`src/rtl/if_fetch_stage.sv`:
```
// ---------------------------------------------------------------------------
// if_fetch_stage
//   Instruction-fetch stage plus the IF/ID pipeline register that feeds
//   decode. Holds the PC, picks the next PC (sequential, branch or jump),
//   and fetches through a req/ack instruction-memory port of variable
//   latency. A word that arrives while decode is stalled is parked in a
//   hold buffer; a redirect that arrives while a request is still
//   outstanding waits for that request to finish before the new fetch
//   starts.
//
// Ports
//   clk, rst           clock, synchronous active-high reset
//   pcLd, IFtoIDld     PC advance enable, IF/ID load enable
//   flush              load a bubble into IF/ID (only when pcLd=1)
//   pcSrc              00 seq, 01 branchAddress, 10 jAddress, 11 seq
//   branchAddress      branch target
//   jAddress           jump target
//   imem_req/addr      fetch request and address (address held until ack)
//   imem_ack/rdata     fetch completion and instruction word
//   instruction        IF/ID instruction word
//   pcAdded            IF/ID fetch PC + 4
//   if_valid           IF/ID holds a real instruction
//   perf_fetched       (IF_PERF_CNT_EN) count of valid IF/ID loads
//   perf_bubbles       (IF_PERF_CNT_EN) count of bubble IF/ID loads
//
// Build option
//   IF_PERF_CNT_EN     adds the two wrapping 32-bit performance counters.
// ---------------------------------------------------------------------------
module if_fetch_stage #(
    parameter logic [31:0] RESET_PC = 32'h0000_0000,
    parameter logic [31:0] NOP_WORD = 32'h0000_0000
) (
    input  logic        clk,
    input  logic        rst,
    input  logic        pcLd,
    input  logic        IFtoIDld,
    input  logic        flush,
    input  logic [1:0]  pcSrc,
    input  logic [31:0] branchAddress,
    input  logic [31:0] jAddress,
    output logic        imem_req,
    output logic [31:0] imem_addr,
    input  logic        imem_ack,
    input  logic [31:0] imem_rdata,
    output logic [31:0] instruction,
    output logic [31:0] pcAdded,
    output logic        if_valid
`ifdef IF_PERF_CNT_EN
    ,
    output logic [31:0] perf_fetched,
    output logic [31:0] perf_bubbles
`endif
);

    typedef enum logic [1:0] {
        S_FETCH,
        S_HOLD,
        S_DRAIN
    } state_e;

    state_e      state_q, state_d;
    logic [31:0] pc_q, pc_d;
    logic [31:0] hold_q, hold_d;
    logic [31:0] redir_q, redir_d;
    logic        req_q, req_d;
    logic [31:0] instr_q, instr_d;
    logic [31:0] pcadd_q, pcadd_d;
    logic        valid_q, valid_d;

    logic        advance, redirect, ack, deliver, load_valid, load_bubble;
    logic [31:0] target, word, pc_plus4;

    assign advance  = pcLd & IFtoIDld;
    assign redirect = pcLd & ((pcSrc == 2'b01) | (pcSrc == 2'b10));
    assign target   = (pcSrc == 2'b10) ? jAddress : branchAddress;
    assign pc_plus4 = pc_q + 32'd4;
    // ack only counts while a request is actually being presented
    assign ack      = imem_ack & imem_req;

    always_comb begin
        state_d = state_q;
        pc_d    = pc_q;
        hold_d  = hold_q;
        redir_d = redir_q;
        deliver = 1'b0;
        word    = imem_rdata;
        unique case (state_q)
            S_FETCH: begin
                if (ack) begin
                    if (redirect) begin
                        pc_d = target;
                    end else if (advance) begin
                        deliver = 1'b1;
                        pc_d    = pc_plus4;
                    end else begin
                        hold_d  = imem_rdata;
                        state_d = S_HOLD;
                    end
                end else if (redirect) begin
                    redir_d = target;
                    state_d = S_DRAIN;
                end
            end
            S_HOLD: begin
                if (redirect) begin
                    pc_d    = target;
                    state_d = S_FETCH;
                end else if (advance) begin
                    deliver = 1'b1;
                    word    = hold_q;
                    pc_d    = pc_plus4;
                    state_d = S_FETCH;
                end
            end
            S_DRAIN: begin
                // A redirect in the ack cycle itself is the latest one, so it
                // takes precedence over the stored target.
                if (redirect) redir_d = target;
                if (ack) begin
                    pc_d    = redirect ? target : redir_q;
                    state_d = S_FETCH;
                end
            end
            default: state_d = S_FETCH;
        endcase

        req_d = (state_d != S_HOLD);

        load_valid  = IFtoIDld & deliver & ~(flush & pcLd);
        load_bubble = IFtoIDld & ~load_valid;

        instr_d = instr_q;
        pcadd_d = pcadd_q;
        valid_d = valid_q;
        if (load_valid) begin
            instr_d = word;
            pcadd_d = pc_plus4;
            valid_d = 1'b1;
        end else if (load_bubble) begin
            instr_d = NOP_WORD;
            pcadd_d = '0;
            valid_d = 1'b0;
        end
    end

`ifdef IF_PERF_CNT_EN
    logic [31:0] fetched_q, bubbles_q;
    assign perf_fetched = fetched_q;
    assign perf_bubbles = bubbles_q;
`endif

    always_ff @(posedge clk) begin
        if (rst) begin
            state_q <= S_FETCH;
            pc_q    <= RESET_PC;
            hold_q  <= '0;
            redir_q <= '0;
            req_q   <= 1'b1;
            instr_q <= NOP_WORD;
            pcadd_q <= '0;
            valid_q <= 1'b0;
`ifdef IF_PERF_CNT_EN
            fetched_q <= '0;
            bubbles_q <= '0;
`endif
        end else begin
            state_q <= state_d;
            pc_q    <= pc_d;
            hold_q  <= hold_d;
            redir_q <= redir_d;
            req_q   <= req_d;
            instr_q <= instr_d;
            pcadd_q <= pcadd_d;
            valid_q <= valid_d;
`ifdef IF_PERF_CNT_EN
            if (load_valid)  fetched_q <= fetched_q + 32'd1;
            if (load_bubble) bubbles_q <= bubbles_q + 32'd1;
`endif
        end
    end

    // Request is forced low during reset so an outstanding fetch is abandoned.
    assign imem_req    = req_q & ~rst;
    // pc_q is not updated until ack in FETCH/DRAIN, so it is the held address.
    assign imem_addr   = pc_q;
    assign instruction = instr_q;
    assign pcAdded     = pcadd_q;
    assign if_valid    = valid_q;

endmodule

```
`config.mk`:
```
export PLATFORM = sky130hd
export DESIGN_NAME = if_fetch_stage
export DESIGN_NICKNAME = d
export VERILOG_FILES = /design/src/rtl/if_fetch_stage.sv
export SDC_FILE = /design/constraint.sdc
export NUM_CORES = 1
export LEC_CHECK = 0
export ABC_CLOCK_PERIOD_IN_PS = 3300
export CORE_ASPECT_RATIO = 1.4
export CORE_MARGIN = 2
export CORE_UTILIZATION = 53
export DETAILED_ROUTE_END_ITERATION = 10
export GPL_TIMING_DRIVEN = 1
export PLACE_DENSITY = 0.95
export SLEW_MARGIN = 20
export SYNTH_ARGS = -nofsm -noshare
export SYNTH_HDL_FRONTEND = slang
export SYNTH_SLANG_ARGS = --single-unit
```
`constraint.sdc`:
```
create_clock -name clk -period 3.3 [get_ports clk]
set_input_delay 0.33 -clock clk [delete_from_list [all_inputs] [get_ports clk]]
set_output_delay 0.33 -clock clk [all_outputs]
set_load 0.03 [all_outputs]
```
Word level (Yosys, flattened, before mapping) --
Cells that the tools add are included. Widths: inputs -> output; s select.
Storage, ports and cells: logic and storage cells 66, bits in latches 0, bits of input ports 104, memories kept 0, ROM bits 0, bits in writable memories 0, register bits 164
Cells by class: multipliers 0, shifts and indexed selects 0, eq/ne operators 8, bitwise logic cells 13, reductions and logical operators 7, add/subtract/negate cells 1, $lt $le $gt $ge 0, muxes and demuxes 29, div/mod/pow operators 0
Operators by type and width (number):
- $mux 32 | 13
- $pmux 32 s3 | 1
- $pmux 32 s2 | 1
- $add 32x3->32 const B | 1
- $mux 2 | 7
- $and 1x1->1 | 8
- $ne 2x2->1 const B | 3
- $pmux 2 s3 | 1
- $reduce_and 3->1 | 2
- $mux 1 | 5
- $eq 2x1->1 const B | 2
- $eq 2x2->1 const B | 2
- $not 1->1 | 4
- $reduce_bool 2->1 | 2
- $reduce_bool 3->1 | 1
- $logic_not 2->1 | 1
- $ne 2x1->1 const B | 1
- $pmux 1 s2 | 1
- $reduce_and 2->1 | 1
- $or 1x1->1 | 1

Longest topological paths before layout --
Gate-level depths: netlist (run 1).
depth in word-level cells 12, depth in mapped cells 9

Worst setup path before layout (run 1) --
OpenSTA, ideal clock, no wires.
path kind input-to-reg, from input rst, to register pcadd_q[21], in the netlist pcAdded[21], stages on the path 7, data required time 3.240 ns, path buffers 2, path slack 0.971 ns, arrival time 2.269 ns, cell sequence buf_2 > nor2b_1 > a21oi_1 > or3_1 > nor2_1 > buf_2 > a22o_1
Between the ends: cells in the longest elaborated chain, start to end 10, elaborated cells on any way between the ends 11, classes of those cells mux: 3; bitwise: 7; reduce/logical: 1
Ends and longest elaborated chain:
- from (decl) | line 34 | input logic rst,
- $not 1->1 (*) | line 183 | assign imem_req = req_q & ~rst;
- $and 1x1->1 (*) | line 183
- named net imem_req | line 41 | output logic imem_req,
- $and 1x1->1 (*) | line 78 | assign ack = imem_ack & imem_req;
- $mux 1 (*) | line 89 | if (ack) begin
- $pmux 1 s2 (*) | line 87 | unique case (state_q)
- $and 1x1->1 (*) (2 in a row) | line 129 | load_valid = IFtoIDld & deliver & ~(flush & pcLd);
- $not 1->1 | line 130 | load_bubble = IFtoIDld & ~load_valid;
- $and 1x1->1 | line 130
- $reduce_bool 2->1 (no line)
- to (signal assigned) | line 173 | pcadd_q <= pcadd_d;
- to (decl) | line 67 | logic [31:0] pcadd_q, pcadd_d;
The timed path passes the listed nets; every way through them passes the cells marked *. A chain may end at the register's enable or synchronous reset.

Worst setup path in the final report (run 1) --
from input pcSrc[0], to register pc_q[14], in the netlist imem_addr[14]
Between the ends: cells in the longest elaborated chain, start to end 6, elaborated cells on any way between the ends 10, classes of those cells eq/ne: 2; mux: 6; bitwise: 2
Ends and longest elaborated chain:
- from (decl) | line 38 | input logic [1:0] pcSrc,
- $eq 2x1->1 / $eq 2x2->1 (equally long branches) | line 74, 75
- $or 1x1->1 | line 74 | assign redirect = pcLd & ((pcSrc == 2'b01) | (pcSrc == 2'b10));
- $and 1x1->1 | line 74
- $mux 32, on equally long branches
- $mux 32, on equally long branches | line 119, 89
- $pmux 32 s3 (*) | line 87
- to (signal assigned) | line 168 | pc_q <= pc_d;
- to (decl) | line 62 | logic [31:0] pc_q, pc_d;
Mark *: on every way between the ends. The rest lies on a longest branch, timed or not. The select of a mux whose other input is x is not followed.

==> reports/metrics.csv, run 1 <==
stage,metric,value,unit
status,status,completed,
cts,cts hold-fix bufs,0,
worst_hold_path,worst min-delay path class,flop to flop,
cts,clk slew on worst S/H paths,70,ps
power,Pleak,3.73,nW
floorplanning,row cnt,52,
critical_path,Worst Setup End Kind,flop,
sta,final setup margin,785,ps
critical_path,worst setup path start,pcSrc[0],
cts,"Clk Latency, worst-skew pair",420,ps
final_layout,Final Cell Area,10600,um2
critical_path,CP Launch Type,input pin,
final_layout,nets@finish,1132,
sta,period utilisation layout,0.762,
critical_path,FF-to-FF path depth,5,
sta,Worst Max-Slew Pin Slew,1110,ps
final_layout,layout filler cell count,998,
sta,crit path time final,2510,ps
yosys,YS warnings,0,
yosys,Cells after Synth,847,
sta,hold slack,464,ps
power,Cell Pwr Density,462,nW/um2
worst_hold_path,number of cells on the worst hold path,2,
placement,GP Congestion,0.895,
floorplanning,Initial Utilization,0.540,
global_route,aggregate global routing overflow,0,
detailed_routing,Remaining DRCs,0,
global_route,Tot GR Track Use,0.293,
yosys,sequential share of the synthesized area,0.423,
cts,CTS sink count,164,
detailed_routing,drt wl/cell,18.9,um
detailed_routing,routed vias/inst,6.13,
yosys,Unique masters post-synth,58,
sta,unrepaired setup endpoints after global routing,no,
floorplanning,Core ar.,14400,um2
floorplanning,Die ar.,15600,um2
global_route,largest net degree at the start of global routing,84,
floorplanning,Die Width,106,um
power,VDD IR-drop max,0.337,mV
final_layout,share of post-route cells with drive strength above 1,0.107,
detailed_routing,DR vias,7529,
critical_path,worst r2r src,imem_addr[2],
final_layout,# diodes,0,
detailed_routing,drt total wl,23200,um
global_route,wire length of the first global-routing pass,36500,um
detailed_routing,initial detailed-routing violation count,751,
cts,postcts setup bufs,0,
sta,final hold violations,0,
cts,TritonCTS Buffers,17,
detailed_routing,ANT nets after route,0,
placement,IO buf count,201,
global_route,vias in the first global route,7238,
detailed_routing,drt first pass iters,6,
final_layout,area grow syn2layout,36.4,%
yosys,#FFs+latches synth,164,
yosys,syn_area_per_cell,9.16,um2
floorplanning,Die H,147,um
yosys,Main synth FF type,dfxtp_1,
critical_path,reg2reg setup slack,870,ps
floorplanning,I/O pins,202,
placement,placed cell area,9980,um2
sta,Clock Skews,9.95,ps
cts,clk buf depth,2,
final_layout,"Core Util, Final",0.736,
worst_hold_path,Hold Crit Start,if_valid,
critical_path,crit path kind,input pin to flop,
critical_path,worst path arrival time,2770,ps
yosys,Syn Std Cell Area,7760,um2
cts,Root Buffer,clkbuf_16,
sta,setup_tns,0,ps
sta,maximum clock rate,398,MHz
cts,H-tree depth,4,
critical_path,Worst EP required,3560,ps
yosys,number of synthesized flops with an enable pin,0,
critical_path,critical-path maximum fanout,14,
yosys,async set or reset register ratio after synthesis,0,
sta,"Setup violations, final",0,
job,Max Cap Viol,0,
yosys,syn nets,953,
placement,DP Wirelength,16100,um
placement,DP Worst Slack,403,ps
sta,max-slew violations,0,
cts,cts repair resizes,0,
cts,CTS tree,yes,
global_route,antenna violations before repair,0,
sta,Max transition margin,0.256,
## worst max-delay path, cell delays in order
cell and delay [ps]:
clkdlybuf4s50_1 450, inv_1 40, ha_2 300, nor2b_2 470
nor2_1 340, buf_4 270, a222oi_1 410, a211oi_1 150
## flip-flops by register name, summed over array words and instances (netlist names)
register	flops
hold_q	32
state_q	2
pcAdded	32
redir_q	32
imem_addr	32
if_valid	1
instruction	32
req_q	1
## cell usage after synthesis (all sizes together) (3+ instances only)
cell type / count / area [um2]
a211oi: 38 / 285
a22o: 16 / 140
and3: 5 / 31.3
xnor2: 18 / 158
a21o: 5 / 37.5
o211ai: 6 / 45.0
nor3b: 3 / 22.5
or4: 3 / 23.8
clkbuf: 52 / 195
a221oi: 3 / 26.3
nor2b: 4 / 25.0
nand2: 18 / 67.6
mux2i: 65 / 651
nand4: 12 / 105
and4: 4 / 35.0
a31oi: 7 / 43.8
inv: 16 / 60.1
o31ai: 3 / 22.5
or3: 5 / 31.3
a21oi: 24 / 120
nor4: 7 / 86.3
nand3: 17 / 95.1
o2bb2ai: 9 / 78.8
a22oi: 48 / 360
buf: 15 / 70.1
nand2b: 3 / 18.8
a2111oi: 6 / 52.6
mux2: 40 / 450
a2bb2oi: 3 / 26.3
dfxtp: 164 / 3280
o21ai: 29 / 145
a222oi: 4 / 40.0
nor2: 146 / 548
and2: 11 / 68.8
nor3: 12 / 70.1
xor2: 9 / 78.8
## power by group
part	switching [mW]	total [mW]	leakage, nW	internal [mW]
clock	0.835	2.02	0.288	1.19
sequential	0.0719	2.13	1.33	2.06
combinational	0.403	0.737	2.11	0.334
## stage by stage
stage | total power, mW | std cells
floorplan | 2.56 | 847
global placement | 2.86 | 1196
detailed placement | 2.88 | 1196
CTS | 4.89 | 1228
global route | 5.04 | 1228
finish | 4.89 | 1228
## placed cells by master (no fill, tap or decap), types with 11 or more instances in the layout
cell and n:
dfxtp_1 164, a211oi_1 38, and2_1 11, mux2_2 33
a22o_1 16, xnor2_1 18, a22oi_1 48, nor2_1 145
o21ai_0 28, inv_1 16, clkbuf_16 17, buf_4 26
nand2_1 18, a21oi_1 23, clkdlybuf4s50_1 200, nand3_1 15
mux2i_1 65
## cells by family after synthesis
logic type	synth area share
AND/OR/NAND/NOR	0.163
buffers and inverters	0.0419
XOR/XNOR	0.0305
adder cells (fa/ha/maj)	0.00322
multiplexers	0.142
flip-flops	0.423
AO/OA/AOI/OAI	0.197
## final timing paths
kind	endpoint
max	imem_addr[14]
min	if_valid
max reg2reg	imem_addr[30]
min reg2reg	if_valid
## layer usage
| layer | routed length, um | share of wire | vias to the layer above | global-route usage |
|---|---|---|---|---|
| met5 | 0 | 0 | - | 0 |
| met4 | 1350 | 0.058 | 0 | 0.168 |
| met3 | 1890 | 0.082 | 103 | 0.0692 |
| met2 | 11500 | 0.49 | 431 | 0.496 |
| met1 | 8480 | 0.37 | 3539 | 0.337 |
| li1 | - | - | 3456 | - |
## cell type report
cell class	count	area, um2	area share
clock buffers	20	467	0.0441
well taps	189	236	0.0223
clock inverters	12	141	0.0134
flip-flops and latches	164	3280	0.310
inverters	16	60.1	0.00567
multi-input cells	600	4180	0.395
repair buffers	227	2220	0.209
No activity file was read; power rests on OpenSTA's default activity.
==> inputs of run 2 (changes only) <==
Settings changed: ABC_CLOCK_PERIOD_IN_PS 3300 to 2610, CORE_UTILIZATION 53 to 49, PLACE_DENSITY 0.95 to 0.91.
Clock period 3.3 ns to 2.61 ns, I/O delays scaled along.
==> run 2 against run 1 <==
Clock power grew 19%. Routed wire length about the same. Register-to-register slack worse by 570 ps. Design area rose by 1.9%. Sequential power rose by 26%. Clock skew barely moved. First-iteration DRC count shrank 5.9%. Power increased by 24%. Via count fell by 1.4%. Count of clock-buffer cells in the layout increased by 2. Sequential cell count unchanged. Combinational power grew 32%. Critical path type is now flop to flop.
==> reports/metrics.csv, run 2 (synthesized netlist as in run 1, its figures left out) <==
stage,metric,value,unit,change
final_layout,nets@finish,1156,,+2.1%
sta,crit path time final,2310,ps,
sta,Clock Skews,9.62,ps,-0.332 ps
detailed_routing,initial detailed-routing violation count,707,,-5.9%
detailed_routing,routed vias/inst,5.90,,-3.8%
cts,CTS sink count,164,,unchanged
sta,maximum clock rate,433,MHz,
detailed_routing,DR vias,7424,,-1.4%
floorplanning,Die Width,110,um,+3.9%
sta,setup_tns,0,ps,unchanged
cts,cts repair resizes,0,,unchanged
critical_path,worst r2r src,imem_addr[2],,
floorplanning,Initial Utilization,0.499,,-0.0403
final_layout,final std cells w/o fill,1259,,+2.5%
sta,final hold violations,0,,unchanged
job,Max Cap Viol,0,,unchanged
critical_path,Worst Setup End Kind,flop,,
worst_hold_path,worst min-delay path class,flop to flop,,
critical_path,reg2reg setup slack,300,ps,-570 ps
sta,hold slack,474,ps,+9.08 ps
critical_path,crit path kind,flop to flop,,
placement,GP Congestion,0.883,,-1.3%
floorplanning,Die H,153,um,+3.9%
detailed_routing,drt total wl,23200,um,about the same
final_layout,Final Cell Area,10800,um2,+1.9%
global_route,largest net degree at the start of global routing,85,,+1.2%
power,Pleak,3.85,nW,+3.2%
floorplanning,row cnt,54,,+3.8%
final_layout,"most common cell after layout, fill and taps aside",clkdlybuf4s50_1,,
critical_path,critical-path maximum fanout,10,,-4
sta,period utilisation layout,0.885,,
sta,"Setup violations, final",0,,unchanged
cts,TritonCTS Buffers,17,,unchanged
critical_path,r2r endpoint,pcAdded[20],,
floorplanning,Die ar.,16900,um2,+7.9%
global_route,aggregate global routing overflow,0,,unchanged
sta,Worst Max-Slew Pin Slew,893,ps,-219 ps
final_layout,share of post-route cells with drive strength above 1,0.125,,+0.0183
power,Total Power,6.06,mW,+24%
detailed_routing,Remaining DRCs,0,,unchanged
global_route,vias in the first global route,7325,,+1.2%
critical_path,worst path arrival time,2620,ps,-150 ps
placement,DP Wirelength,16700,um,+3.9%
cts,clk slew on worst S/H paths,60,ps,about the same
status,status,completed,,
sta,final setup margin,301,ps,-484 ps
cts,H-tree depth,4,,unchanged
critical_path,worst setup path start,imem_addr[2],,
cts,clk buf depth,2,,unchanged
detailed_routing,drt wl/cell,18.4,um,-2.4%
critical_path,critical path capture point,pcAdded[20],,
critical_path,FF-to-FF path depth,7,,+2
cts,postcts setup bufs,0,,unchanged
global_route,Tot GR Track Use,0.271,,-0.0228
final_layout,"commonest non-fill, non-tap cells in the layout","200 x clkdlybuf4s50_1, 164 x dfxtp_1, 145 x nor2_1, 65 x mux2i_1, 48 x a22oi_1",,
placement,IO buf count,201,,unchanged
sta,unrepaired setup endpoints after global routing,no,,
sta,max-slew violations,0,,unchanged
final_layout,# diodes,0,,unchanged
cts,"Clk Latency, worst-skew pair",420,ps,about the same
cts,CTS tree,yes,,
floorplanning,I/O pins,202,,unchanged
final_layout,area grow syn2layout,39.0,%,
final_layout,"Core Util, Final",0.694,,-0.0420
placement,# placed instances,1227,,+2.6%
placement,placed cell area,10200,um2,+2.4%
sta,Max transition margin,0.404,,+0.149
global_route,wire length of the first global-routing pass,36100,um,-1.1%
final_layout,layout filler cell count,1182,,+18%
power,Cell Pwr Density,562,nW/um2,+22%
critical_path,Worst EP required,2930,ps,-630 ps
global_route,antenna violations before repair,0,,unchanged
power,VDD IR-drop max,0.501,mV,+49%
detailed_routing,ANT nets after route,0,,unchanged
detailed_routing,drt first pass iters,6,,unchanged
floorplanning,Core ar.,15500,um2,+8.1%
placement,DP Worst Slack,136,ps,-267 ps
critical_path,CP Launch Type,flop,,
cts,cts hold-fix bufs,0,,unchanged
cts,Root Buffer,clkbuf_16,,
==> run 2: changes by cell type in the layout (fill, tap and decap cells not counted), sizes merged <==
cell	before	now
bufinv	2	1
clkbuf	20	22
inv	21	18
buf	27	51
clkinvlp	4	3
clkinv	1	4
==> run 2: area by class of cell <==
type / count / area, um2 / share of cell area
multi-input combinational: 600 / 4180 / 0.387
sequential: 164 / 3280 / 0.304
timing repair buffer: 251 / 2450 / 0.227
clock buffer: 22 / 474 / 0.0440
tap: 196 / 245 / 0.0227
clock inverter: 10 / 97.6 / 0.00905
inverter: 16 / 60.1 / 0.00557
==> run 2: per-layer routing <==
layer | routed length, um | GRT usage | up-vias
met2 | 11600 | 0.466 | 358
met4 | 1130 | 0.147 | 0
met1 | 8870 | 0.306 | 3481
li1 | - | - | 3505
met3 | 1620 | 0.0554 | 80
met5 | 0 | 0 | -
==> run 2: worst min path at each step <==
stage	start	endpoint	slack [ps]	depth (start not counted)
4_1_cts	if_valid	if_valid	470	2
3_3_place_gp	if_valid	if_valid	450	2
2_1_floorplan	imem_rdata[10]	hold_q[10]	410	2
3_5_place_dp	if_valid	if_valid	460	2
6_report	if_valid	if_valid	470	2
5_1_grt	pcAdded[28]	pcAdded[28]	500	1
==> run 2: power by group <==
| part | total (mW) | internal [mW] | switching, mW |
|---|---|---|---|
| Combinational | 0.975 | 0.458 | 0.517 |
| Clock | 2.40 | 1.39 | 1.01 |
| Sequential | 2.68 | 2.60 | 0.0801 |
==> run 2: worst max-delay path: stages, from the launching register on <==
cell     delay (ps)
dfxtp_1         540
ha_1            310
nand3_2         250
nor4_2          280
buf_4           200
nand3_1         210
xnor2_1         200
a22o_1          210
